File: src/rtl/tpm_pkg.sv
// Shared types and helpers for the triple-port memory issue scheduler.
package tpm_pkg;

  localparam int DEFAULT_ADDR_W = 12;
  localparam int DEFAULT_DATA_W = 16;
  localparam int NUM_PORTS      = 3;

  typedef enum logic [1:0] {
    IDLE  = 2'd0,
    RUN   = 2'd1,
    DRAIN = 2'd2
  } state_t;

  typedef struct packed {
    logic [DEFAULT_ADDR_W-1:0] addr;
    logic [DEFAULT_DATA_W-1:0] data;
    logic                      wen;
  } req_t;

  function automatic logic [15:0] sat_inc16(input logic [15:0] value);
    return (value == 16'hFFFF) ? value : value + 16'd1;
  endfunction

endpackage

File: src/rtl/tpm_req_fifo.sv
// Per-port request FIFO; wrap-bit pointers, head forced to zero while empty.
module tpm_req_fifo
  import tpm_pkg::*;
#(
  parameter int  DEPTH  = 4,
  parameter type item_t = req_t
) (
  input  logic  clk,
  input  logic  reset_n,
  input  logic  push,
  input  item_t push_item,
  input  logic  pop,
  output logic  full,
  output logic  empty,
  output item_t head
);

  localparam int PTR_W = $clog2(DEPTH);

  logic [PTR_W:0] wr_ptr;
  logic [PTR_W:0] rd_ptr;
  item_t          mem [DEPTH];

  assign empty = (wr_ptr == rd_ptr);
  assign full  = (wr_ptr[PTR_W] != rd_ptr[PTR_W]) &&
                 (wr_ptr[PTR_W-1:0] == rd_ptr[PTR_W-1:0]);
  assign head  = empty ? '0 : mem[rd_ptr[PTR_W-1:0]];

  // NOTE: clocked state uses non-blocking (<=) so every register samples pre-edge values.
  always_ff @(posedge clk or negedge reset_n) begin
    if (!reset_n) begin
      wr_ptr <= '0;
      rd_ptr <= '0;
    end else begin
      if (push && !full) wr_ptr <= wr_ptr + (PTR_W+1)'(1);
      if (pop && !empty) rd_ptr <= rd_ptr + (PTR_W+1)'(1);
    end
  end

  // NOTE: storage is not reset; the pointers alone decide which entries are valid.
  always_ff @(posedge clk) begin
    if (push && !full) mem[wr_ptr[PTR_W-1:0]] <= push_item;
  end

endmodule

File: src/rtl/tpm_port_scheduler.sv
// Issues three client request FIFOs into the triple-ported memory with read credits and an enable/drain FSM.
module tpm_port_scheduler
  import tpm_pkg::*;
#(
  parameter int ADDR_W     = DEFAULT_ADDR_W,
  parameter int DATA_W     = DEFAULT_DATA_W,
  parameter int FIFO_DEPTH = 4,
  parameter int MAX_RD     = 4
) (
  input  logic              clk,
  input  logic              reset_n,
  input  logic              enable,

  input  logic              req1_valid,
  output logic              req1_ready,
  input  logic [ADDR_W-1:0] req1_addr,
  input  logic [DATA_W-1:0] req1_data,
  input  logic              req1_wen,
  input  logic              req2_valid,
  output logic              req2_ready,
  input  logic [ADDR_W-1:0] req2_addr,
  input  logic [DATA_W-1:0] req2_data,
  input  logic              req2_wen,
  input  logic              req3_valid,
  output logic              req3_ready,
  input  logic [ADDR_W-1:0] req3_addr,
  input  logic [DATA_W-1:0] req3_data,
  input  logic              req3_wen,

  output logic [ADDR_W-1:0] mem1_addr,
  output logic [DATA_W-1:0] mem1_data_in,
  output logic              mem1_wen,
  output logic              mem1_valid_in,
  output logic [ADDR_W-1:0] mem2_addr,
  output logic [DATA_W-1:0] mem2_data_in,
  output logic              mem2_wen,
  output logic              mem2_valid_in,
  output logic [ADDR_W-1:0] mem3_addr,
  output logic [DATA_W-1:0] mem3_data_in,
  output logic              mem3_wen,
  output logic              mem3_valid_in,

  input  logic              mem_freeze_inputs,
  input  logic              mem1_valid_out,
  input  logic              mem2_valid_out,
  input  logic              mem3_valid_out,

  output logic              idle,
  output logic [15:0]       issue1_count,
  output logic [15:0]       issue2_count,
  output logic [15:0]       issue3_count
);

  typedef struct packed {
    logic [ADDR_W-1:0] addr;
    logic [DATA_W-1:0] data;
    logic              wen;
  } port_req_t;

  localparam int                CRED_W   = $clog2(MAX_RD + 1);
  localparam logic [CRED_W-1:0] CRED_MAX = CRED_W'(MAX_RD);

  state_t                 state;
  port_req_t              in_req     [NUM_PORTS];
  port_req_t              head       [NUM_PORTS];
  logic [NUM_PORTS-1:0]   req_valid;
  logic [NUM_PORTS-1:0]   req_ready;
  logic [NUM_PORTS-1:0]   fifo_full;
  logic [NUM_PORTS-1:0]   fifo_empty;
  logic [NUM_PORTS-1:0]   push;
  logic [NUM_PORTS-1:0]   pop;
  logic [NUM_PORTS-1:0]   valid_in;
  logic [NUM_PORTS-1:0]   valid_out;
  logic [CRED_W-1:0]      rd_out     [NUM_PORTS];
  logic [CRED_W-1:0]      rd_out_nxt [NUM_PORTS];
  logic [15:0]            issue_cnt  [NUM_PORTS];
  logic                   issue_en;
  logic                   credits_clear;
  logic                   credits_clear_nxt;

  assign req_valid = {req3_valid, req2_valid, req1_valid};
  assign valid_out = {mem3_valid_out, mem2_valid_out, mem1_valid_out};
  assign in_req[0] = '{addr: req1_addr, data: req1_data, wen: req1_wen};
  assign in_req[1] = '{addr: req2_addr, data: req2_data, wen: req2_wen};
  assign in_req[2] = '{addr: req3_addr, data: req3_data, wen: req3_wen};

  assign {req3_ready, req2_ready, req1_ready}          = req_ready;
  assign {mem3_valid_in, mem2_valid_in, mem1_valid_in} = valid_in;
  assign mem1_addr    = head[0].addr;
  assign mem1_data_in = head[0].data;
  assign mem1_wen     = head[0].wen;
  assign mem2_addr    = head[1].addr;
  assign mem2_data_in = head[1].data;
  assign mem2_wen     = head[1].wen;
  assign mem3_addr    = head[2].addr;
  assign mem3_data_in = head[2].data;
  assign mem3_wen     = head[2].wen;
  assign issue1_count = issue_cnt[0];
  assign issue2_count = issue_cnt[1];
  assign issue3_count = issue_cnt[2];

  assign issue_en = (state == RUN) || (state == DRAIN);
  assign idle     = (state == IDLE) && (&fifo_empty) && credits_clear;

  for (genvar p = 0; p < NUM_PORTS; p++) begin : g_port
    tpm_req_fifo #(
      .DEPTH  (FIFO_DEPTH),
      .item_t (port_req_t)
    ) u_fifo (
      .clk       (clk),
      .reset_n   (reset_n),
      .push      (push[p]),
      .push_item (in_req[p]),
      .pop       (pop[p]),
      .full      (fifo_full[p]),
      .empty     (fifo_empty[p]),
      .head      (head[p])
    );
  end

  // NOTE: every always_comb output gets a default first so no path can infer a latch.
  always_comb begin
    credits_clear     = 1'b1;
    credits_clear_nxt = 1'b1;
    for (int p = 0; p < NUM_PORTS; p++) begin
      req_ready[p]  = ~fifo_full[p] & (state != DRAIN);
      push[p]       = req_valid[p] & req_ready[p];
      valid_in[p]   = ~fifo_empty[p] & issue_en & (head[p].wen | (rd_out[p] < CRED_MAX));
      pop[p]        = valid_in[p] & ~mem_freeze_inputs;
      rd_out_nxt[p] = rd_out[p];
      // A return with nothing outstanding is dropped; issue+return in one edge cancels.
      if ((pop[p] && !head[p].wen) && !(valid_out[p] && rd_out[p] != '0)) begin
        rd_out_nxt[p] = rd_out[p] + CRED_W'(1);
      end else if (!(pop[p] && !head[p].wen) && (valid_out[p] && rd_out[p] != '0)) begin
        rd_out_nxt[p] = rd_out[p] - CRED_W'(1);
      end
      if (rd_out[p] != '0)     credits_clear     = 1'b0;
      if (rd_out_nxt[p] != '0) credits_clear_nxt = 1'b0;
    end
  end

  always_ff @(posedge clk or negedge reset_n) begin
    if (!reset_n) begin
      for (int p = 0; p < NUM_PORTS; p++) begin
        rd_out[p]    <= '0;
        issue_cnt[p] <= '0;
      end
    end else begin
      for (int p = 0; p < NUM_PORTS; p++) begin
        rd_out[p] <= rd_out_nxt[p];
        if (pop[p]) issue_cnt[p] <= sat_inc16(issue_cnt[p]);
      end
    end
  end

  // Drain completion looks at post-edge credits so idle follows the last return by one cycle.
  always_ff @(posedge clk or negedge reset_n) begin
    if (!reset_n) begin
      state <= IDLE;
    end else begin
      unique case (state)
        IDLE:    if (enable) state <= RUN;
        RUN:     if (!enable) state <= DRAIN;
        DRAIN: begin
          if (enable)                                      state <= RUN;
          else if ((&fifo_empty) && credits_clear_nxt)     state <= IDLE;
        end
        default: state <= IDLE;
      endcase
    end
  end

endmodule

File: config.mk
export PLATFORM = sky130hd
export DESIGN_NAME = tpm_port_scheduler
export DESIGN_NICKNAME = d
export VERILOG_FILES = /design/src/rtl/tpm_pkg.sv /design/src/rtl/tpm_req_fifo.sv /design/src/rtl/tpm_port_scheduler.sv
export SDC_FILE = /design/constraint.sdc
export NUM_CORES = 1
export LEC_CHECK = 0
export ABC_CLOCK_PERIOD_IN_PS = 5560
export CAP_MARGIN = 5
export CORE_AREA = 2 2 226 228
export CTS_CLUSTER_DIAMETER = 200
export DETAILED_ROUTE_END_ITERATION = 10
export DIE_AREA = 0 0 228 230
export SETUP_SLACK_MARGIN = 0.3
export SYNTH_ARGS = -nofsm -noshare
export SYNTH_HDL_FRONTEND = slang
export SYNTH_SLANG_ARGS = --single-unit
File: constraint.sdc
create_clock -name clk -period 5.56 [get_ports clk]
set_input_delay 1.112 -clock clk [delete_from_list [all_inputs] [get_ports clk]]
set_output_delay 1.112 -clock clk [all_outputs]
set_load 0.005 [all_outputs]
==> results.py, run 1 <==
metrics = {
    "logic_synthesis": {
        "ys_ff_latch": 425,
        "async_flop_share_pct": 18.12,
        "synth_top_family_by_area": "multiplexers",
        "synth_common_cells": "edfxtp_1, mux4_2, nor2b_1",
        "synth_fa_ha_area_share_pct": 2.426,
        "synth_top_area_cell": "edfxtp_1",
        "syn_area_per_cell_sq_um": 18.28,
        "synth-edff-count": 348,
        "yosysMostFrequentCell": "edfxtp_1",
        "synth-seq-area-share_pct": 71.42,
        "synth_cell_types": 46,
        "synth.top_cell.area_share_pct": 60.30,
        "synthCells": 948,
        "yosys.area_share.simple_pct": 7.350,
        "muxShareOfSynthArea_pct": 12.36,
        "synth_xor_area_share_pct": 3.639,
        "synth_area_leaders": "edfxtp_1, mux4_2, dfrtp_1, nor2b_1, xnor2_1",
        "synth_area_sq_um": 17330,
        "ys_warn_count": 0,
        "synth_compound_area_share_pct": 1.516,
        "synth_nets": 1077,
        "ys.flop_type": "edfxtp_1",
    },
    "final_layout": {
        "drive_gt1_share_pct": 15.97,
        "final_util_pct": 44.33,
        "fill_cells": 4433,
        "area_delta_synth_final_pct": 27.55,
        "fin_nets": 1350,
    },
    "clock_network": {
        "clk_path_buf_depth": 3,
        "ctsHoldBuffers": 0,
        "clk-insertion-delay-late_ns": 0.58,
        "postCtsSetupBuffers": 0,
        "cts_root_buf": "clkbuf_16",
        "cts_tree": "done",
        "cts_inserted_buffers": 48,
        "cts_resized": 0,
        "cts_htree_levels": 2,
        "clk_pin_slew_worst_paths_ns": 0.06,
        "cts_sinks": 425,
    },
    "die": {
        "die_h_microns": 230,
        "start_util_pct": 34.75,
        "rows": 82,
        "die_area_sq_um": 52440,
        "coreArea_sq_um": 49860,
        "io_pins": 239,
        "die_w_microns": 228,
    },
    "grt": {
        "grt_pass1_wl_mm": 57.56,
        "track_usage_pct": 14.22,
        "antenna_found_initial": 4,
        "grt_pass1_vias": 9689,
        "grt_start_max_net_pins": 78,
        "overflow": 0,
    },
    "job": {
        "cap_violations": 0,
    },
    "sta": {
        "rsz0062_at_grt": "no",
        "fin_hold_ws_ns": 0.4893,
        "setup_viol": 0,
        "period_minus_slack_ns": 4.462,
        "skew_ns": 0.02213,
        "maxSlewViolCount": 0,
        "fmax_mhz": 224.1,
        "relSlewSlack_pct": 33.59,
        "hold_violations": 0,
        "period_share_pct": 80.26,
        "worstMarginPinSlew_ns": 0.9962,
        "tns_ns": 0,
    },
    "routing": {
        "drt_pass1_iterations": 4,
        "via_count": 9238,
        "wl_mm": 37.06,
        "via_per_inst": 4.777,
        "drcViolationCount": 0,
        "ant_nets": 0,
        "drt_iter0_drc": 585,
        "wl_per_cell_microns": 19.16,
    },
    "critical_path": {
        "cp_slowest_cell": "clkdlybuf4s50_1",
        "crit_path_frequent_cell": "buf_4",
        "crit_path_max_fanout": 34,
        "path_cells": "buf_4 > xnor2_1 > and3_1 > buf_4 > nand3_1 > nor4_1 > clkdlybuf4s50_1",
        "rr_worst_depth": 8,
        "slowest_delay_ns": 0.63,
        "required_ns": 4.45,
        "rrSetupSlack_ns": 2.04,
        "reg2reg_from": "g_port[1].u_fifo.rd_ptr[1]",
        "cp.arrival_ns": 3.35,
        "critPathLaunchType": "flip-flop",
        "worstSetupPathType": "flip-flop to output pin",
        "rr_endpoint": "issue2_count[15]",
        "crit_path_end_kind": "output pin",
    },
    "power": {
        "p_leak_nw": 7.733,
        "ir_drop_mv": 0.3067,
        "powerDensity_nw_per_um2": 562.4,
    },
    "min_path": {
        "min_to": "issue2_count[10]",
        "min_from": "issue2_count[10]",
        "hold_class": "flip-flop to flip-flop",
        "min_delay_path_depth": 1,
    },
    "placed_design": {
        "port_buffers": 238,
        "dp_hpwl_mm": 23.11,
        "place_congestion": 0.7682,
    },
    "outcome": {
        "status": "complete, no violations",
    },
}
cell type report:
class / count / area (sq um) / share of cell area, %
Tap cell: 672 / 840.8 / 3.804
Clock buffer: 57 / 1256 / 5.683
Timing Repair Buffer: 260 / 2545 / 11.51
Clock inverter: 31 / 272.8 / 1.234
Antenna cell: 3 / 7.507 / 0.03396
Sequential cell: 425 / 12380 / 56.01
Multi-Input combinational cell: 467 / 4730 / 21.40
Inverter: 19 / 71.32 / 0.3227
layout by cell type, fill, tap and decap left out, types with 5 or more instances in the layout:
master,instances
edfxtp_1,348
clkdlybuf4s50_1,237
mux4_2,87
nor2b_1,84
dfrtp_1,74
xnor2_1,54
clkbuf_16,49
nand2_1,36
ha_1,32
and3_1,27
buf_4,23
inv_1,19
nand3_1,19
xor2_1,18
nor2_1,13
nand4_1,13
clkinv_1,12
mux2_2,9
o21ai_0,8
clkbuf_1,8
mux2i_1,7
and2_1,7
a211oi_1,6
and4_1,6
clkinv_2,6
or3b_2,5
clkinv_4,5
critical path, delay by kind of cell (launching register included):
| kind | cells | cell delay (ns) |
|---|---|---|
| buffers and inverters | 3 | 1.43 |
| AND/OR/NAND/NOR | 3 | 0.80 |
| flip-flops | 1 | 0.32 |
| XOR/XNOR | 1 | 0.22 |
state kept, by name (all words and copies together), names as in the netlist:
signal	flops
g_port.u_fifo.mem	348
state	2
g_port.u_fifo.wr_ptr	9
issue2_count	16
issue1_count	16
rd_out	9
issue3_count	16
g_port.u_fifo.rd_ptr	9
report_power, final:
group | switching (mW) | total, mW | internal (mW)
Sequential | 0.360 | 4.59 | 4.23
Combinational | 2.19 | 4.80 | 2.60
Clock | 1.28 | 3.05 | 1.77
Total | 3.83 | 12.4 | 8.60
layer usage:
layer / share of wire [%] / track usage (%) / vias to the layer above
met3: 5.5 / 3.658 / 54
met2: 49 / 23.41 / 201
met1: 44 / 18.69 / 4762
li1: - / - / 4217
met5: 0.073 / 0 / -
met4: 1.9 / 3.983 / 4
cells by family (layout without fill, tap and decap cells):
kind of cell               count (synthesis)  count (layout)
AOI/OAI and AO/OA                         35              35
xor gates and xnor gates                  72              72
adders and majority gates                 34              34
buffers and inverters                     56             367
DFF                                      425             425
muxes                                    104             104
other                                      0               3
and+or+nand+nor                          222             222
stage by stage:
| step | cell area (sq um) | total power [mW] | setup slack, ns | std cells |
|---|---|---|---|---|
| 6_report | 22100 | 12.43 | 1.098 | 1934 |
| 5_1_grt | 22100 | 13.19 | 0.8430 | 1933 |
| 4_1_cts | 22100 | 12.70 | 1.016 | 1931 |
| 3_5_place_dp | 20570 | 9.592 | 1.497 | 1843 |
| 3_3_place_gp | 20570 | 9.550 | 1.535 | 1843 |
| 2_1_floorplan | 17330 | 7.091 | 2.104 | 948 |
how the worst max path moves through the flow:
stage | start | endpoint
2_1_floorplan | g_port[1].u_fifo.rd_ptr[0] | mem2_addr[0]
3_3_place_gp | mem_freeze_inputs | state[1]
3_5_place_dp | mem_freeze_inputs | state[1]
4_1_cts | g_port[2].u_fifo.rd_ptr[1] | idle
5_1_grt | g_port[2].u_fifo.rd_ptr[1] | idle
6_report | g_port[2].u_fifo.rd_ptr[1] | idle
(Power assumes the default switching activity.)
==> inputs of run 2 (changes only) <==
--- a/config.mk
+++ b/config.mk
@@ -5,7 +5,7 @@
 export SDC_FILE = /design/constraint.sdc
 export NUM_CORES = 1
 export LEC_CHECK = 0
-export ABC_CLOCK_PERIOD_IN_PS = 5560
+export ABC_CLOCK_PERIOD_IN_PS = 3800
 export CAP_MARGIN = 5
 export CORE_AREA = 2 2 226 228
 export CTS_CLUSTER_DIAMETER = 200
==> constraint.sdc (replaced) <==
create_clock -name clk -period 3.8 [get_ports clk]
set_input_delay 0.76 -clock clk [delete_from_list [all_inputs] [get_ports clk]]
set_output_delay 0.76 -clock clk [all_outputs]
set_load 0.005 [all_outputs]
==> run 2 against run 1 <==
Against the previous run:
- wire length decreased by 0.22%
- largest cell class unchanged
- first-iteration DRC count down 20%
- clock power grew 44%
- critical endpoint unchanged
- largest power group unchanged
- die area stayed put
- power grew 47%
==> results.py, run 2 (synthesis gave the netlist of run 1 again) <==
metrics = {
    "outcome": {
        "status": "complete, no violations",
    },
    "grt": {
        "grt_start_max_net_pins": 78,
        "antenna_found_initial": 3,
        "grt_pass1_vias": 9745,
        "grt_pass1_wl_mm": 56.89,
        "track_usage_pct": 14.08,
        "overflow": 0,
    },
    "final_layout": {
        "fill_cells": 4421,
        "largest_reg_flops": 348,
        "final_util_pct": 44.57,
        "layout_common_cells": "edfxtp_1, clkdlybuf4s50_1, mux4_2, nor2b_1, dfrtp_1",
        "fin_nets": 1360,
        "num_antenna_cells": 0,
        "drive_gt1_share_pct": 17.28,
        "area_delta_synth_final_pct": 28.25,
        "design_area_sq_um": 22220,
        "final_cells": 1939,
        "mostFrequentLayoutCell": "edfxtp_1",
    },
    "sta": {
        "relSlewSlack_pct": 33.32,
        "period_share_pct": 89.03,
        "rsz0062_at_grt": "yes",
        "maxSlewViolCount": 0,
        "fmax_mhz": 295.6,
        "setup_viol": 0,
        "tns_ns": 0,
        "period_minus_slack_ns": 3.383,
        "hold_violations": 0,
        "skew_ns": 0.01657,
        "worst_slack_ns": 0.4170,
        "worstMarginPinSlew_ns": 1.000,
    },
    "routing": {
        "ant_nets": 0,
        "wl_mm": 36.98,
        "drcViolationCount": 0,
        "wl_per_cell_microns": 19.07,
        "via_per_inst": 4.759,
        "drt_pass1_iterations": 4,
        "via_count": 9228,
        "drt_iter0_drc": 469,
    },
    "die": {
        "start_util_pct": 34.75,
        "coreArea_sq_um": 49860,
        "die_h_microns": 230,
        "die_w_microns": 228,
        "die_area_sq_um": 52440,
        "io_pins": 239,
        "rows": 82,
    },
    "critical_path": {
        "worstSetupPathType": "flip-flop to output pin",
        "rr_worst_depth": 9,
        "reg2reg_from": "state[0]",
        "rrSetupSlack_ns": 0.55,
        "crit_path_end_kind": "output pin",
        "required_ns": 3.04,
        "crit_path_max_fanout": 11,
        "cp.arrival_ns": 2.62,
        "rr_endpoint": "state[1]",
        "critPathLaunchType": "flip-flop",
    },
    "power": {
        "powerDensity_nw_per_um2": 823.2,
        "ir_drop_mv": 0.4205,
        "p_leak_nw": 7.804,
    },
    "clock_network": {
        "cts_tree": "done",
        "clk_pin_slew_worst_paths_ns": 0.06,
        "cts_sinks": 425,
        "clk_path_buf_depth": 3,
        "cts_root_buf": "clkbuf_16",
        "cts_inserted_buffers": 48,
        "clk-insertion-delay-late_ns": 0.59,
        "ctsHoldBuffers": 0,
        "cts_htree_levels": 2,
    },
    "placed_design": {
        "port_buffers": 238,
        "placed_cell_area_sq_um": 20610,
        "dpl.cell_count": 1849,
        "post-place-ws_ns": 0.1264,
        "place_congestion": 0.7715,
        "dp_hpwl_mm": 22.86,
    },
    "min_path": {
        "hold_class": "primary input to asynchronous set/reset pin",
    },
    "job": {
        "cap_violations": 0,
    },
}
-- run 2: power by group --
group	internal, mW	leakage, nW	switching, mW
Clock	2.54	0.727	1.86
Combinational	3.94	2.91	3.29
Sequential	6.19	4.17	0.472
Total	12.7	7.80	5.63
-- run 2: layout make-up --
type / count / area (sq um) / area share (%)
clock inverter: 26 / 227.7 / 1.025
multi-input combinational: 467 / 4761 / 21.42
clock buffer: 60 / 1277 / 5.748
tap: 672 / 840.8 / 3.783
inverter: 19 / 71.32 / 0.3209
sequential: 425 / 12380 / 55.72
timing repair buffer: 270 / 2663 / 11.98
-- run 2: worst max-delay path by stage --
stage                                to                        from  slack, ns
final                              idle  g_port[1].u_fifo.rd_ptr[0]       0.42
after global routing      mem3_valid_in  g_port[2].u_fifo.rd_ptr[1]       0.29
after CTS                 mem2_valid_in  g_port[1].u_fifo.rd_ptr[0]       0.27
after detailed placement       state[1]           mem_freeze_inputs       0.13
after global placement         state[1]           mem_freeze_inputs       0.16
after floorplan            mem2_addr[0]  g_port[1].u_fifo.rd_ptr[0]       0.70
-- run 2: what timing repair did --
item	4_1_cts	5_1_grt
setup endpoints to repair	60	45
resized for setup	9	11
setup buffers	0	4
-- run 2: worst max-delay path: stages (launching register included) --
cell,delay (ns)
dfrtp_4,0.57
xnor2_2,0.21
and3_1,0.24
nand3_1,0.15
nor4_2,0.27
clkdlybuf4s50_1,0.59
-- run 2: metrics by stage --
step,total power [mW],hold slack [ns]
final,18.29,0.3459
after floorplan,10.37,0.4617
after global routing,19.35,0.4336
after global placement,14.00,0.4779
after CTS,18.63,0.3688
after detailed placement,14.05,0.4787
-- run 2: routing by layer --
layer  GRT usage, %  vias up  share of wire [%]
met2          23.49      185                 49
met1          18.15     4751                 43
met4          4.677        6                2.3
met3          3.348       63                4.9
li1               -     4223                  -
met5              0        -              0.092
==> inputs of run 3 (changes only) <==
--- a/config.mk
+++ b/config.mk
@@ -7,11 +7,13 @@
 export LEC_CHECK = 0
 export ABC_CLOCK_PERIOD_IN_PS = 3800
 export CAP_MARGIN = 5
-export CORE_AREA = 2 2 226 228
+export CORE_AREA = 2 2 230 232
 export CTS_CLUSTER_DIAMETER = 200
 export DETAILED_ROUTE_END_ITERATION = 10
-export DIE_AREA = 0 0 228 230
+export DIE_AREA = 0 0 232 234
+export PLACE_DENSITY = 0.53
 export SETUP_SLACK_MARGIN = 0.3
 export SYNTH_ARGS = -nofsm -noshare
 export SYNTH_HDL_FRONTEND = slang
+export SYNTH_HIERARCHICAL = 1
 export SYNTH_SLANG_ARGS = --single-unit
==> run 3 against run 2 <==
Against the previous run:
- count of clock-buffer cells in the layout grew 2
- hold slack lost 0.069 ns
- sequential power about the same
- via count increased by 6.1%
- critical path type unchanged
- critical endpoint is now mem3_valid_in
- largest cell class unchanged
==> results.py, run 3 <==
metrics = {
    "die": {
        "coreArea_sq_um": 52020,
        "rows": 84,
        "die_area_sq_um": 54290,
        "start_util_pct": 34.60,
        "die_w_microns": 232,
        "io_pins": 239,
        "die_h_microns": 234,
    },
    "power": {
        "ir_drop_mv": 0.4248,
        "p_leak_nw": 7.991,
        "switchingPower_mw": 5.867,
        "powerDensity_nw_per_um2": 803.6,
        "total_power_mw": 18.41,
        "p_comb_share_pct": 40.5,
        "p_clk_share_pct": 23.3,
        "seq_power_share_pct": 36.2,
        "p_int_mw": 12.54,
        "p_sw_share_pct": 31.87,
    },
    "logic_synthesis": {
        "ys.flop_type": "edfxtp_1",
        "synth_area_leaders": "edfxtp_1, mux4_2, dfrtp_1, nor2b_1, xnor2_1",
        "synth_area_sq_um": 18000,
        "synth.top_cell.area_share_pct": 58.05,
        "synth_cell_types": 59,
        "synth-seq-area-share_pct": 68.76,
        "synth_common_cells": "edfxtp_1, mux4_2, nor2b_1",
        "syn_area_per_cell_sq_um": 17.58,
        "synth_nets": 1153,
        "ys_warn_count": 6,
        "yosys.area_share.simple_pct": 8.292,
        "synth_top_family_by_area": "multiplexers",
        "synth-edff-count": 348,
        "yosysMostFrequentCell": "edfxtp_1",
        "synth_fa_ha_area_share_pct": 2.447,
        "synth_compound_area_share_pct": 2.885,
        "synth_xor_area_share_pct": 4.219,
        "synthCells": 1024,
        "ys_ff_latch": 425,
        "async_flop_share_pct": 18.12,
        "muxShareOfSynthArea_pct": 11.13,
        "synth_top_area_cell": "edfxtp_1",
    },
    "placed_design": {
        "port_buffers": 238,
        "place_congestion": 0.7535,
        "dp_hpwl_mm": 24.76,
        "dpl.cell_count": 1951,
    },
    "routing": {
        "wl_mm": 39.02,
        "drt_pass1_iterations": 5,
        "drt_iter0_drc": 514,
        "drcViolationCount": 0,
        "via_count": 9790,
        "wl_per_cell_microns": 19.10,
        "ant_nets": 0,
        "via_per_inst": 4.792,
    },
    "critical_path": {
        "path_buf_inv": 1,
        "crit_family": "simple AND/OR/NAND/NOR gates",
        "slowest_delay_ns": 0.60,
        "crit_path_end_kind": "output pin",
        "cp.arrival_ns": 2.64,
        "worstSetupPathType": "flip-flop to output pin",
        "crit_path_max_fanout": 7,
        "rr_endpoint": "state[1]",
        "rrSetupSlack_ns": 0.62,
        "cp_slowest_cell": "clkdlybuf4s50_1",
        "reg2reg_from": "g_port[1].u_fifo/rd_ptr[1]",
        "rr_worst_depth": 9,
        "crit_path_frequent_cell": "nor2b_1",
        "path_cells": "xor2_2 > nor3_4 > nor2b_1 > nor2b_1 > nor3b_1 > clkdlybuf4s50_1",
        "required_ns": 3.04,
        "critPathLaunchType": "flip-flop",
    },
    "final_layout": {
        "layout_common_cells": "edfxtp_1, clkdlybuf4s50_1, mux4_2, nor2b_1, dfrtp_1",
        "final_util_pct": 44.04,
        "fin_nets": 1447,
        "drive_gt1_share_pct": 17.12,
        "final_cells": 2043,
        "area_delta_synth_final_pct": 27.27,
        "largest_reg_flops": 348,
        "mostFrequentLayoutCell": "edfxtp_1",
        "num_antenna_cells": 0,
        "fill_cells": 4666,
    },
    "grt": {
        "overflow": 0,
        "grt_pass1_wl_mm": 59.53,
        "grt_pass1_vias": 10040,
        "track_usage_pct": 14.33,
        "grt_start_max_net_pins": 58,
        "antenna_found_initial": 1,
    },
    "sta": {
        "fmax_mhz": 294.0,
        "rsz0062_at_grt": "yes",
        "relSlewSlack_pct": 42.81,
        "hold_violations": 0,
        "period_minus_slack_ns": 3.401,
        "tns_ns": 0,
        "maxSlewViolCount": 0,
        "worstMarginPinSlew_ns": 0.8467,
        "period_share_pct": 89.50,
        "setup_viol": 0,
        "skew_ns": 0.03085,
    },
    "clock_network": {
        "cts_sinks": 425,
        "clk_pin_slew_worst_paths_ns": 0.06,
        "cts_inserted_buffers": 48,
        "cts_tree": "done",
        "clk-insertion-delay-late_ns": 0.58,
        "clk_path_buf_depth": 3,
        "cts_htree_levels": 2,
        "cts_root_buf": "clkbuf_16",
    },
    "min_path": {
        "hold_class": "primary input to asynchronous set/reset pin",
    },
    "job": {
        "cap_violations": 0,
    },
    "outcome": {
        "status": "complete, no violations",
    },
}
run 3: cell types whose count changed after synthesis, sizes merged, moves of 7 or more:
cell / before / now
nor3: 2 / 13
inv: 19 / 30
nor2: 13 / 25
a21oi: 4 / 17
o31ai: 2 / 13
nand2b: 3 / 13
xor2: 18 / 29
clkbuf: 24 / 9
buf: 13 / 25
mux2: 10 / 3
and3: 27 / 15
run 3: power by group through the flow:
stage                     registers, mW  clock network (mW)  logic (mW)
after floorplan                    6.59                   0        4.21
after global placement             6.70                   0        7.47
after detailed placement           6.74                   0        7.46
after CTS                          6.65                4.45        7.63
after global routing               6.77                4.64        8.17
final                              6.66                4.29        7.46
run 3: what timing repair did:
action / CTS / global route
resized for setup: 11 / 13
buffers inserted: 5 / 0
hold buffers: 0 / 0
endpoints found under the hold margin: 0 / 0
endpoints found under the setup margin: 56 / 24
pin swaps: 2 / 1
run 3: layout make-up:
class,instances,area (sq um),area share [%]
Multi-Input combinational cell,535,5324,23.24
Inverter,30,112.6,0.4915
Clock buffer,62,1285,5.609
Timing Repair Buffer,278,2765,12.07
Sequential cell,425,12390,54.06
Clock inverter,25,177.7,0.7755
Tap cell,688,860.8,3.757
run 3: how the worst max path moves through the flow:
| stage | from | end | slack [ns] | cells after the start |
|---|---|---|---|---|
| after floorplan | g_port[1].u_fifo/rd_ptr[0] | state[1] | 0.67 | 10 |
| after global placement | mem_freeze_inputs | state[1] | 0.62 | 7 |
| after detailed placement | mem_freeze_inputs | state[1] | 0.58 | 7 |
| after CTS | g_port[1].u_fifo/wr_ptr[0] | mem2_addr[3] | 0.31 | 5 |
| after global routing | g_port[2].u_fifo/rd_ptr[1] | mem3_valid_in | 0.17 | 6 |
| final | g_port[2].u_fifo/wr_ptr[1] | mem3_valid_in | 0.40 | 6 |
run 3: per-layer routing:
metal / GRT usage (%) / up-vias / part of all wire (%)
met3: 3.405 / 54 / 4.7
li1: - / 4548 / -
met5: 0 / - / 0.036
met1: 18.69 / 4998 / 44
met4: 3.686 / 2 / 1.8
met2: 24.12 / 188 / 50
run 3: stage by stage:
stage | cell area, sq um | setup WS (ns) | hold slack (ns)
after floorplan | 18000 | 0.6664 | 0.4644
after global placement | 21290 | 0.6195 | 0.4751
after detailed placement | 21290 | 0.5816 | 0.4844
after CTS | 22850 | 0.3091 | 0.2745
after global routing | 22910 | 0.1746 | 0.2960
final | 22910 | 0.3990 | 0.2765
run 3: worst register-to-register path: stages, from the launching register on:
cell and delay, ns:
dfrtp_1 0.40, buf_4 0.31, mux4_2 0.35, nor2b_1 0.17, or4b_1 0.54, a41o_1 0.25
a31o_1 0.20, a211o_1 0.24, or4b_1 0.50, o311ai_1 0.10
run 3: cell families (layout without fill, tap and decap cells):
kind of cell,count (synthesis),after routing
buffers and inverters,64,395
adders and majority gates,36,36
and+or+nand+nor,260,260
muxes,91,91
xor gates and xnor gates,79,79
DFF,425,425
AOI/OAI and AO/OA,69,69
